File: src/rtl/pipeline_hazard_ctrl_pkg.sv
// Shared types for the pipeline hazard controller.
// Holds the FSM state, register ids and the control bundle.
package cpu_types_pkg;

   typedef logic [4:0] regbits_t;

   typedef enum logic [1:0] {
      RUN    = 2'd0,
      DWAIT  = 2'd1,
      HALTED = 2'd2
   } hazard_state_t;

   // en/fl bit 3 = IF/ID, 2 = ID/EX, 1 = EX/MEM, 0 = MEM/WB
   typedef struct packed {
      logic       pc_en;
      logic [3:0] en;
      logic [3:0] fl;
   } hz_ctrl_t;

   localparam hz_ctrl_t CTRL_OFF = 9'b0_0000_0000;
   localparam hz_ctrl_t CTRL_RUN = 9'b1_1111_0000;
   localparam hz_ctrl_t CTRL_DST = 9'b0_0001_0001;
   localparam hz_ctrl_t CTRL_RDR = 9'b1_1111_1110;
   localparam hz_ctrl_t CTRL_LU  = 9'b0_0111_0100;
   localparam hz_ctrl_t CTRL_NOI = 9'b0_1111_1000;

   function automatic logic load_use(
      input logic     rd,
      input regbits_t rt_ex,
      input regbits_t rs_id,
      input regbits_t rt_id
   );
      return rd && (rt_ex != '0) &&
             ((rt_ex == rs_id) || (rt_ex == rt_id));
   endfunction

endpackage

File: src/rtl/pipeline_hazard_ctrl_if.sv
// Signal bundle between the hazard controller and the datapath.
// Modport hazard_ctrl is the block, tb is the driving side.
interface hazard_ctrl_if #(
   parameter int CNT_W = 32
);
   import cpu_types_pkg::*;

   logic             ihit;
   logic             dhit;
   logic             dmemREN_EX_MEM;
   logic             dmemWEN_EX_MEM;
   logic             memRead_ID_EX;
   regbits_t         Rt_ID_EX;
   regbits_t         Rs_IF_ID;
   regbits_t         Rt_IF_ID;
   logic             redirect_EX_MEM;
   logic             halt_EX_MEM;
   logic             pc_en;
   logic             enable_IF_ID;
   logic             enable_ID_EX;
   logic             enable_EX_MEM;
   logic             enable_MEM_WB;
   logic             flush_IF_ID;
   logic             flush_ID_EX;
   logic             flush_EX_MEM;
   logic             flush_MEM_WB;
   logic             halted;
   logic             mem_timeout;
   logic [CNT_W-1:0] stall_count;
   logic [CNT_W-1:0] flush_count;

   modport hazard_ctrl (
      input  ihit, dhit, dmemREN_EX_MEM, dmemWEN_EX_MEM,
      input  memRead_ID_EX, Rt_ID_EX, Rs_IF_ID, Rt_IF_ID,
      input  redirect_EX_MEM, halt_EX_MEM,
      output pc_en,
      output enable_IF_ID, enable_ID_EX,
      output enable_EX_MEM, enable_MEM_WB,
      output flush_IF_ID, flush_ID_EX,
      output flush_EX_MEM, flush_MEM_WB,
      output halted, mem_timeout,
      output stall_count, flush_count
   );

   modport tb (
      output ihit, dhit, dmemREN_EX_MEM, dmemWEN_EX_MEM,
      output memRead_ID_EX, Rt_ID_EX, Rs_IF_ID, Rt_IF_ID,
      output redirect_EX_MEM, halt_EX_MEM,
      input  pc_en,
      input  enable_IF_ID, enable_ID_EX,
      input  enable_EX_MEM, enable_MEM_WB,
      input  flush_IF_ID, flush_ID_EX,
      input  flush_EX_MEM, flush_MEM_WB,
      input  halted, mem_timeout,
      input  stall_count, flush_count
   );

endinterface

File: src/rtl/pipeline_hazard_ctrl_perf_counters.sv
// Stall and flush event counters for the hazard controller.
// Both wrap naturally and hold while freeze is high.
module perf_counters #(
   parameter int CNT_W = 32
) (
   input  logic             CLK,
   input  logic             nRST,
   input  logic             freeze,
   input  logic             inc_stall,
   input  logic             inc_flush,
   output logic [CNT_W-1:0] stall_count,
   output logic [CNT_W-1:0] flush_count
);

   // count qualifying events unless frozen
   always_ff @(posedge CLK or negedge nRST) begin
      if (!nRST) begin
         stall_count <= '0;
         flush_count <= '0;
      end else if (!freeze) begin
         if (inc_stall) stall_count <= stall_count + 1'b1;
         if (inc_flush) flush_count <= flush_count + 1'b1;
      end
   end

endmodule

File: src/rtl/pipeline_hazard_ctrl.sv
// Central stall/flush sequencer for the five-stage pipeline.
// Also drains on halt and watches data-memory wait time.
module pipeline_hazard_ctrl
   import cpu_types_pkg::*;
#(
   parameter int TIMEOUT = 1024,
   parameter int CNT_W   = 32
) (
   input logic             CLK,
   input logic             nRST,
   hazard_ctrl_if.hazard_ctrl hif
);

   localparam int WW = $clog2(TIMEOUT) + 1;
   localparam logic [WW-1:0] WAIT_MAX = WW'(TIMEOUT - 1);

   hazard_state_t  state;
   hz_ctrl_t       ctrl;
   logic           dstall;
   logic           lu;
   logic           take_rdr;
   logic           halted_q;
   logic           mem_timeout_q;
   logic [WW-1:0]  wait_cnt;
   logic [CNT_W-1:0] stall_cnt;
   logic [CNT_W-1:0] flush_cnt;

   assign dstall = (hif.dmemREN_EX_MEM | hif.dmemWEN_EX_MEM)
                 & ~hif.dhit;
   assign lu = load_use(hif.memRead_ID_EX, hif.Rt_ID_EX,
                        hif.Rs_IF_ID, hif.Rt_IF_ID);

   // first matching hazard rule picks the control pattern
   always_comb begin
      ctrl     = CTRL_RUN;
      take_rdr = 1'b0;
      priority case (1'b1)
         (state == HALTED): ctrl = CTRL_OFF;
         dstall:            ctrl = CTRL_DST;
         hif.redirect_EX_MEM: begin
            ctrl     = CTRL_RDR;
            take_rdr = 1'b1;
         end
         lu:                ctrl = CTRL_LU;
         !hif.ihit:         ctrl = CTRL_NOI;
         default:           ctrl = CTRL_RUN;
      endcase
   end

   assign hif.pc_en         = ctrl.pc_en;
   assign hif.enable_IF_ID  = ctrl.en[3];
   assign hif.enable_ID_EX  = ctrl.en[2];
   assign hif.enable_EX_MEM = ctrl.en[1];
   assign hif.enable_MEM_WB = ctrl.en[0];
   assign hif.flush_IF_ID   = ctrl.fl[3];
   assign hif.flush_ID_EX   = ctrl.fl[2];
   assign hif.flush_EX_MEM  = ctrl.fl[1];
   assign hif.flush_MEM_WB  = ctrl.fl[0];

   // sequencer state, sticky flags and memory watchdog
   always_ff @(posedge CLK or negedge nRST) begin
      if (!nRST) begin
         state         <= RUN;
         halted_q      <= 1'b0;
         mem_timeout_q <= 1'b0;
         wait_cnt      <= '0;
      end else begin
         unique case (state)
            RUN: begin
               if (dstall) begin
                  state <= DWAIT;
               end else if (hif.halt_EX_MEM) begin
                  state    <= HALTED;
                  halted_q <= 1'b1;
               end
            end
            DWAIT:   if (!dstall) state <= RUN;
            HALTED:  state <= HALTED;
            default: state <= RUN;
         endcase
         if (state != HALTED) begin
            if (dstall) begin
               if (wait_cnt == WAIT_MAX)
                  mem_timeout_q <= 1'b1;
               else
                  wait_cnt <= wait_cnt + 1'b1;
            end else begin
               wait_cnt <= '0;
            end
         end
      end
   end

   assign hif.halted      = halted_q;
   assign hif.mem_timeout = mem_timeout_q;

   perf_counters #(
      .CNT_W (CNT_W)
   ) u_perf (
      .CLK         (CLK),
      .nRST        (nRST),
      .freeze      (state == HALTED),
      .inc_stall   (~ctrl.pc_en & (state != HALTED)),
      .inc_flush   (take_rdr),
      .stall_count (stall_cnt),
      .flush_count (flush_cnt)
   );

   assign hif.stall_count = stall_cnt;
   assign hif.flush_count = flush_cnt;

endmodule

File: src/flat_wrapper.sv
// flat-port wrapper written by rule: the top's interface ports become plain ports
module pipeline_hazard_ctrl_flat import cpu_types_pkg::*;
#(
   parameter int TIMEOUT = 1024,
   parameter int CNT_W   = 32
)
  (CLK, nRST, hif_ihit, hif_dhit, hif_dmemREN_EX_MEM, hif_dmemWEN_EX_MEM, hif_memRead_ID_EX, hif_Rt_ID_EX, hif_Rs_IF_ID, hif_Rt_IF_ID, hif_redirect_EX_MEM, hif_halt_EX_MEM, hif_pc_en, hif_enable_IF_ID, hif_enable_ID_EX, hif_enable_EX_MEM, hif_enable_MEM_WB, hif_flush_IF_ID, hif_flush_ID_EX, hif_flush_EX_MEM, hif_flush_MEM_WB, hif_halted, hif_mem_timeout, hif_stall_count, hif_flush_count);
  hazard_ctrl_if #(.CNT_W(CNT_W)) hif_i ();
  input logic CLK;
  input logic nRST;
  input wire logic [$bits(hif_i.ihit)-1:0] hif_ihit;
  input wire logic [$bits(hif_i.dhit)-1:0] hif_dhit;
  input wire logic [$bits(hif_i.dmemREN_EX_MEM)-1:0] hif_dmemREN_EX_MEM;
  input wire logic [$bits(hif_i.dmemWEN_EX_MEM)-1:0] hif_dmemWEN_EX_MEM;
  input wire logic [$bits(hif_i.memRead_ID_EX)-1:0] hif_memRead_ID_EX;
  input wire logic [$bits(hif_i.Rt_ID_EX)-1:0] hif_Rt_ID_EX;
  input wire logic [$bits(hif_i.Rs_IF_ID)-1:0] hif_Rs_IF_ID;
  input wire logic [$bits(hif_i.Rt_IF_ID)-1:0] hif_Rt_IF_ID;
  input wire logic [$bits(hif_i.redirect_EX_MEM)-1:0] hif_redirect_EX_MEM;
  input wire logic [$bits(hif_i.halt_EX_MEM)-1:0] hif_halt_EX_MEM;
  output wire logic [$bits(hif_i.pc_en)-1:0] hif_pc_en;
  output wire logic [$bits(hif_i.enable_IF_ID)-1:0] hif_enable_IF_ID;
  output wire logic [$bits(hif_i.enable_ID_EX)-1:0] hif_enable_ID_EX;
  output wire logic [$bits(hif_i.enable_EX_MEM)-1:0] hif_enable_EX_MEM;
  output wire logic [$bits(hif_i.enable_MEM_WB)-1:0] hif_enable_MEM_WB;
  output wire logic [$bits(hif_i.flush_IF_ID)-1:0] hif_flush_IF_ID;
  output wire logic [$bits(hif_i.flush_ID_EX)-1:0] hif_flush_ID_EX;
  output wire logic [$bits(hif_i.flush_EX_MEM)-1:0] hif_flush_EX_MEM;
  output wire logic [$bits(hif_i.flush_MEM_WB)-1:0] hif_flush_MEM_WB;
  output wire logic [$bits(hif_i.halted)-1:0] hif_halted;
  output wire logic [$bits(hif_i.mem_timeout)-1:0] hif_mem_timeout;
  output wire logic [$bits(hif_i.stall_count)-1:0] hif_stall_count;
  output wire logic [$bits(hif_i.flush_count)-1:0] hif_flush_count;
  assign hif_i.ihit = hif_ihit;
  assign hif_i.dhit = hif_dhit;
  assign hif_i.dmemREN_EX_MEM = hif_dmemREN_EX_MEM;
  assign hif_i.dmemWEN_EX_MEM = hif_dmemWEN_EX_MEM;
  assign hif_i.memRead_ID_EX = hif_memRead_ID_EX;
  assign hif_i.Rt_ID_EX = hif_Rt_ID_EX;
  assign hif_i.Rs_IF_ID = hif_Rs_IF_ID;
  assign hif_i.Rt_IF_ID = hif_Rt_IF_ID;
  assign hif_i.redirect_EX_MEM = hif_redirect_EX_MEM;
  assign hif_i.halt_EX_MEM = hif_halt_EX_MEM;
  assign hif_pc_en = hif_i.pc_en;
  assign hif_enable_IF_ID = hif_i.enable_IF_ID;
  assign hif_enable_ID_EX = hif_i.enable_ID_EX;
  assign hif_enable_EX_MEM = hif_i.enable_EX_MEM;
  assign hif_enable_MEM_WB = hif_i.enable_MEM_WB;
  assign hif_flush_IF_ID = hif_i.flush_IF_ID;
  assign hif_flush_ID_EX = hif_i.flush_ID_EX;
  assign hif_flush_EX_MEM = hif_i.flush_EX_MEM;
  assign hif_flush_MEM_WB = hif_i.flush_MEM_WB;
  assign hif_halted = hif_i.halted;
  assign hif_mem_timeout = hif_i.mem_timeout;
  assign hif_stall_count = hif_i.stall_count;
  assign hif_flush_count = hif_i.flush_count;
  pipeline_hazard_ctrl #(.TIMEOUT(TIMEOUT), .CNT_W(CNT_W)) u_core (.CLK(CLK), .nRST(nRST), .hif(hif_i));
endmodule
File: config.mk
export PLATFORM = sky130hd
export DESIGN_NAME = pipeline_hazard_ctrl_flat
export DESIGN_NICKNAME = d
export VERILOG_FILES = /design/src/rtl/pipeline_hazard_ctrl_pkg.sv /design/src/rtl/pipeline_hazard_ctrl_if.sv /design/src/rtl/pipeline_hazard_ctrl_perf_counters.sv /design/src/rtl/pipeline_hazard_ctrl.sv /design/src/flat_wrapper.sv
export SDC_FILE = /design/constraint.sdc
export NUM_CORES = 1
export LEC_CHECK = 0
export CAP_MARGIN = 20
export CORE_AREA = 2 2 112 87
export CTS_CLUSTER_DIAMETER = 50
export DETAILED_ROUTE_END_ITERATION = 7
export DIE_AREA = 0 0 114 89
export GPL_TIMING_DRIVEN = 0
export PLACE_DENSITY = 0.75
export SYNTH_ARGS = -nofsm -noshare
export SYNTH_HDL_FRONTEND = slang
export SYNTH_SLANG_ARGS = --single-unit
File: constraint.sdc
create_clock -name CLK -period 2.04 [get_ports CLK]
set_input_delay 0.408 -clock CLK [delete_from_list [all_inputs] [get_ports CLK]]
set_output_delay 0.408 -clock CLK [all_outputs]
set_load 0.005 [all_outputs]
==> results of run 1 <==
[metal layers]
layer,GRT usage,part of all wire,vias to the layer above
met2,0.3328,0.49,123
met3,0.03932,0.051,10
met1,0.2817,0.45,1663
li1,-,-,1575
met5,0,0,-
met4,0.05765,0.013,0
[power groups by stage]
| stage | Sequential (mW) | Clock (mW) | Combinational, mW |
|---|---|---|---|
| after floorplan | 1.80 | 0 | 0.304 |
| after global placement | 1.80 | 0 | 0.670 |
| after detailed placement | 1.81 | 0 | 0.689 |
| after CTS | 1.79 | 1.54 | 0.782 |
| after global routing | 1.82 | 1.62 | 0.952 |
| final | 1.80 | 1.51 | 0.873 |
[Yosys cell counts, types with 4 or more instances]
master	n
dfrtp_1	79
nor3_1	4
xor2_1	7
inv_1	9
nand4_1	24
nand3_2	5
and4_1	8
nor2_1	20
and3_1	26
xnor2_1	66
o21ai_0	10
nand2_1	24
nand3_1	26
a21oi_1	4
[stage by stage]
step / total power [mW] / setup slack (ns) / setup TNS, ns / instances
global route: 4.394 / -0.1434 / -0.5855 / 620
floorplan: 2.099 / 0.02430 / 0 / 364
finish: 4.186 / -0.07817 / -0.1631 / 620
detailed placement: 2.498 / -1.018 / -36.67 / 575
CTS: 4.111 / -0.1369 / -0.2374 / 607
global placement: 2.475 / -2.246 / -212.82 / 574
[timing repair]
action	4_1_cts	5_1_grt
gates resized for setup	88	35
pin swaps	22	22
gates cloned	1	0
hold buffers	1	0
hold endpoints to repair	20	0
setup buffers	15	13
setup endpoints to repair	74	46
[worst max-delay path by stage]
stage / slack [ns] / endpoint / start / cells after the start
6_report: -0.08 / hif_flush_IF_ID / hif_Rt_ID_EX[3] / 7
5_1_grt: -0.14 / hif_flush_IF_ID / hif_Rt_ID_EX[3] / 7
4_1_cts: -0.14 / hif_flush_IF_ID / hif_Rt_ID_EX[4] / 7
3_5_place_dp: -1.02 / hif_flush_IF_ID / hif_Rt_ID_EX[0] / 7
3_3_place_gp: -2.25 / u_core.u_perf.flush_count[30] / nRST / 1
2_1_floorplan: 0.02 / u_core.u_perf.stall_count[1] / hif_Rt_ID_EX[0] / 6
[placed cells by master, fill, tap and decap left out, types with 4 or more instances in the layout]
master | synthesis | final
dfrtp_1 | 79 | 76
clkdlybuf4s50_1 | 0 | 70
xnor2_1 | 66 | 63
buf_4 | 1 | 29
and3_1 | 26 | 26
nand3_1 | 26 | 25
nand4_1 | 24 | 24
nand2_1 | 24 | 21
dlygate4sd2_1 | 0 | 17
nor2_1 | 20 | 16
clkbuf_16 | 0 | 9
inv_1 | 9 | 7
buf_2 | 2 | 7
and4_1 | 8 | 7
xor2_1 | 7 | 7
nand3_2 | 5 | 5
nor2_4 | 0 | 4
buf_6 | 3 | 4
o21ai_1 | 1 | 4
clkinv_2 | 0 | 4
[registers in the layout, summed over array words and instances (netlist names)]
register and cells:
u_core.hif.halted 1, u_core.hif.mem_timeout 1, u_core.state 2, u_core.u_perf.flush_count 32, u_core.u_perf.stall_count 32, u_core.wait_cnt 11
[cell type report]
cell class,count,share of cell area
plain buffers,10,0.01412
clock buffers,10,0.03975
clock inverters,5,0.008688
inverters,10,0.006950
multi-input cells,265,0.3545
flip-flops and latches,79,0.3438
well taps,112,0.02433
repair buffers,128,0.2070
repair inverters,1,0.0008688
[kinds of logic after synthesis]
family | after synthesis | share of synthesized area
buf+inv | 20 | 0.02657
mux | 2 | 0.005763
xor+xnor | 73 | 0.1636
simple gates | 158 | 0.2370
flops | 79 | 0.5059
compound gates | 29 | 0.05155
fa+ha+maj | 3 | 0.009607
==> results.py, run 1 <==
metrics = {
    "logic_synthesis": {
        "synth_cell_types": 46,
        "yosys_warnings": 0,
        "synth_edf_count": 0,
        "netlist_area_sq_um": 3907,
        "synth_ff_type": "dfrtp_1",
        "ys_seq_elements": 79,
        "synth_area_leaders": "dfrtp_1 51%, xnor2_1 15%, and3_1 4.2%",
        "synth_async_sr_flop_share": 1.000,
        "syn_nets": 391,
        "synth.avg_cell_area_sq_um": 10.73,
        "synth_top_area_frac": 0.5059,
        "synth_seq_area_share": 0.5059,
        "syn_inst": 364,
        "yosysTopAreaCell": "dfrtp_1",
    },
    "grt": {
        "grt_max_degree": 55,
        "grt_pass1_wl_mm": 16.27,
        "antenna_found_initial": 0,
        "grt_usage": 0.2039,
        "grt_pass1_vias": 3232,
        "grt-ovfl-total": 0,
    },
    "placement": {
        "gp_congestion": 0.8797,
        "place_hpwl_mm": 7.041,
        "place_area_sq_um": 5054,
        "place.port_buffers": 98,
    },
    "setup_path": {
        "path_max_fanout": 3,
        "path_class": "in2out",
        "reg2regPathDepth": 7,
        "r2r-start": "u_core.wait_cnt[1]",
        "worstSetupStartpointType": "primary input",
        "crit_chain": "buf_8 -> or4_4 -> o21ai_4 -> nand2b_4 -> nor2_4 -> a211oi_2 -> buf_2",
        "crit_buf_inv": 2,
        "r2r-end": "u_core.wait_cnt[3]",
        "arrival_ns": 1.71,
        "crit_required_ns": 1.63,
        "end_kind": "output pin",
        "crit_path_max_incr_delay_ns": 0.54,
        "cp_top_family": "simple AND/OR/NAND/NOR gates",
        "regToRegSetupSlack_ns": 0.04,
        "cp_slowest_cell": "or4_4",
    },
    "clocking": {
        "cts_tree": "yes",
        "clock-sinks": 79,
        "cts_max_level": 3,
        "clkTransAtPathRegs_ns": 0.06,
        "cts_buffers": 9,
        "worstSkewPairLatency_ns": 0.33,
        "cts_max_path_buffers": 2,
        "root_buffer": "clkbuf_16",
    },
    "timing": {
        "period_share": 1.038,
        "hold_ws_ns": 0.4733,
        "grt_setup_unrepaired": "yes",
        "worst_pin_slew_ns": 0.6193,
        "period_needed_ns": 2.118,
        "finalWorstSetupSlack_ns": -0.07817,
        "final-hold-violation-count": 0,
        "slew_viol_final": 0,
        "skew_ns": 0.005230,
        "finalSetupViolCount": 4,
        "clock.fmax_mhz": 472.1,
        "max_slew_margin": 0.5871,
    },
    "floorplan": {
        "die_w_microns": 114,
        "dieArea_sq_um": 10150,
        "ios": 99,
        "initial_core_util": 0.4374,
        "core_area_sq_um": 8934,
        "fp.dieH_microns": 89,
        "rows": 30,
    },
    "route": {
        "vias_per_cell": 5.437,
        "routed_wl_mm": 10.58,
        "antenna_left": 0,
        "firstDrtPassIters": 5,
        "route.detailed.drc": 0,
        "drtIter0Drc": 196,
        "wire_per_inst_microns": 17.07,
        "vias": 3371,
    },
    "outcome": {
        "status": "finished, violations left",
        "violations": "setup timing",
    },
    "pwr": {
        "power.internal_mw": 3.077,
        "p_clk_frac": 0.361,
        "switchingPower_mw": 1.108,
        "peakVddDrop_mv": 0.4281,
        "power_frac_comb": 0.209,
        "powerDensity_nw_per_um2": 726.6,
        "swShare": 0.2648,
        "seq_power_share": 0.431,
        "p_leak_nw": 2.577,
    },
    "finish": {
        "seqCellArea_sq_um": 1981,
        "fin_util": 0.6448,
        "drive_above_1_share": 0.2224,
        "syn_to_final_growth_pct": 47.42,
        "fillCellCount": 688,
        "layout.nets": 531,
        "multi_input_comb_area_sq_um": 2042,
        "fin_area_sq_um": 5761,
        "antennaDiodeCount": 0,
    },
    "min_path": {
        "hp-class": "reg2reg",
        "min_path_cells": 1,
        "holdPathEnd": "u_core.hif.mem_timeout",
        "min_from": "u_core.hif.mem_timeout",
    },
    "flow_run": {
        "drv_cap": 0,
    },
}
Note: power is estimated with default switching activity, not from simulation.
==> inputs of run 2 (changes only) <==
--- a/config.mk
+++ b/config.mk
@@ -6,12 +6,12 @@
 export NUM_CORES = 1
 export LEC_CHECK = 0
 export CAP_MARGIN = 20
-export CORE_AREA = 2 2 112 87
+export CORE_AREA = 2 2 115 89
 export CTS_CLUSTER_DIAMETER = 50
 export DETAILED_ROUTE_END_ITERATION = 7
-export DIE_AREA = 0 0 114 89
+export DIE_AREA = 0 0 117 91
 export GPL_TIMING_DRIVEN = 0
-export PLACE_DENSITY = 0.75
+export PLACE_DENSITY = 0.72
 export SYNTH_ARGS = -nofsm -noshare
 export SYNTH_HDL_FRONTEND = slang
 export SYNTH_SLANG_ARGS = --single-unit
==> results.py, run 2 (synthesis gave the netlist of run 1 again) <==
metrics = {
    "min_path": {
        "min_path_cells": 1,
        "hp-class": "reg2reg",
    },
    "floorplan": {
        "fp.dieH_microns": 91,
        "rows": 31,
        "core_area_sq_um": 9503,
        "ios": 99,
        "die_w_microns": 117,
        "initial_core_util": 0.4112,
        "dieArea_sq_um": 10650,
    },
    "pwr": {
        "powerDensity_nw_per_um2": 736.8,
        "total_power_mw": 4.252,
        "peakVddDrop_mv": 0.4204,
        "p_leak_nw": 2.564,
    },
    "outcome": {
        "violations": "setup timing",
        "status": "finished, violations left",
    },
    "grt": {
        "grt_usage": 0.1969,
        "antenna_found_initial": 0,
        "grt-ovfl-total": 0,
        "top_usage_layer": "met2",
        "grt_pass1_vias": 3315,
        "use_met2": 0.3092,
        "grt_use_met1": 0.2774,
        "grt_pass1_wl_mm": 16.57,
        "grtUsageMet3": 0.03805,
        "grt_max_degree": 62,
    },
    "timing": {
        "finalSetupViolCount": 3,
        "tns_ns": -0.1460,
        "period_share": 1.038,
        "grt_setup_unrepaired": "yes",
        "slew_viol_final": 0,
        "final-hold-violation-count": 0,
        "max_slew_margin": 0.5984,
        "clock.fmax_mhz": 472.1,
        "worst_pin_slew_ns": 0.6025,
        "finalWorstSetupSlack_ns": -0.07818,
        "skew_ns": 0.009834,
        "period_needed_ns": 2.118,
    },
    "finish": {
        "layout.nets": 534,
        "drive_above_1_share": 0.2168,
        "final_cell_mix": "77 x dfrtp_1, 69 x clkdlybuf4s50_1, 66 x xnor2_1",
        "largestRegisters": "u_core.u_perf.flush_count: 32 flops, u_core.u_perf.stall_count: 32 flops, u_core.wait_cnt: 11 flops",
        "fin_util": 0.6072,
        "layout_commonest_cell": "dfrtp_1",
        "antennaDiodeCount": 0,
        "fillCellCount": 802,
        "syn_to_final_growth_pct": 47.68,
    },
    "flow_run": {
        "drv_cap": 0,
    },
    "setup_path": {
        "path_max_fanout": 3,
        "regToRegSetupSlack_ns": 0.02,
        "crit_required_ns": 1.63,
        "path_class": "in2out",
        "arrival_ns": 1.71,
        "reg2regPathDepth": 7,
        "end_kind": "output pin",
        "worstSetupStartpointType": "primary input",
    },
    "route": {
        "vias": 3358,
        "vias_per_cell": 5.214,
        "wire_per_inst_microns": 15.94,
        "routed_wl_mm": 10.26,
        "firstDrtPassIters": 5,
        "antenna_left": 0,
        "route.detailed.drc": 0,
        "drtIter0Drc": 209,
    },
    "clocking": {
        "clock-sinks": 79,
        "clkTransAtPathRegs_ns": 0.06,
        "cts_max_path_buffers": 2,
        "cts_buffers": 9,
        "cts_tree": "yes",
        "cts_max_level": 3,
        "worstSkewPairLatency_ns": 0.34,
        "root_buffer": "clkbuf_16",
    },
    "placement": {
        "gp_congestion": 0.8280,
        "place_hpwl_mm": 7.006,
        "place.port_buffers": 98,
    },
}
[run 2: per-stage QoR]
stage / std cells / area (sq um) / setup WS, ns / hold WS, ns
floorplan: 364 / 3908 / 0.02430 / 0.1124
global placement: 594 / 5054 / -2.263 / 0.4298
detailed placement: 595 / 5079 / -0.9383 / 0.3103
CTS: 629 / 5593 / -0.09103 / 0.4787
global route: 644 / 5771 / -0.1171 / 0.4895
finish: 644 / 5771 / -0.07818 / 0.4674
[run 2: layout make-up]
type	instances	area (sq um)	share of cell area
plain buffers	10	75.07	0.01301
clock buffers	9	225.2	0.03903
clock inverters	7	72.57	0.01258
inverters	10	42.54	0.007372
multi-input cells	265	2003	0.3471
flip-flops and latches	79	1979	0.3430
well taps	132	165.2	0.02862
repair buffers	132	1207	0.2092
[run 2: worst paths after layout]
kind,startpoint,end
max,hif_Rt_ID_EX[4],hif_flush_IF_ID
max in group asynchronous,nRST,u_core.wait_cnt[0]
min,u_core.u_perf.flush_count[31],u_core.u_perf.flush_count[31]
max reg2reg,u_core.wait_cnt[1],u_core.wait_cnt[3]
min reg2reg,u_core.u_perf.flush_count[31],u_core.u_perf.flush_count[31]
min in group asynchronous,nRST,u_core.u_perf.stall_count[24]
[run 2: power breakdown]
part           switching [mW]  total (mW)  internal, mW
clock network           0.656        1.61         0.949
registers               0.132        1.80          1.67
logic                   0.381       0.842         0.461
[run 2: what timing repair did]
| item | CTS | global route |
|---|---|---|
| hold buffers | 1 | 0 |
| buffers inserted | 17 | 15 |
| endpoints found under the hold margin | 18 | 0 |
| endpoints found under the setup margin | 74 | 36 |
| pin swaps | 27 | 16 |
| gates resized for setup | 89 | 24 |
[run 2: routing by layer]
| layer | share of wire | up-vias |
|---|---|---|
| li1 | - | 1576 |
| met1 | 0.44 | 1684 |
| met2 | 0.50 | 87 |
| met3 | 0.049 | 11 |
| met4 | 0.011 | 0 |
| met5 | 0 | - |
[run 2: worst max-delay path, cell delays in order]
cell	delay, ns
buf_8	0.09
or4_4	0.54
o21ai_4	0.15
nand2b_4	0.17
nor2_4	0.05
a211oi_2	0.15
buf_2	0.14
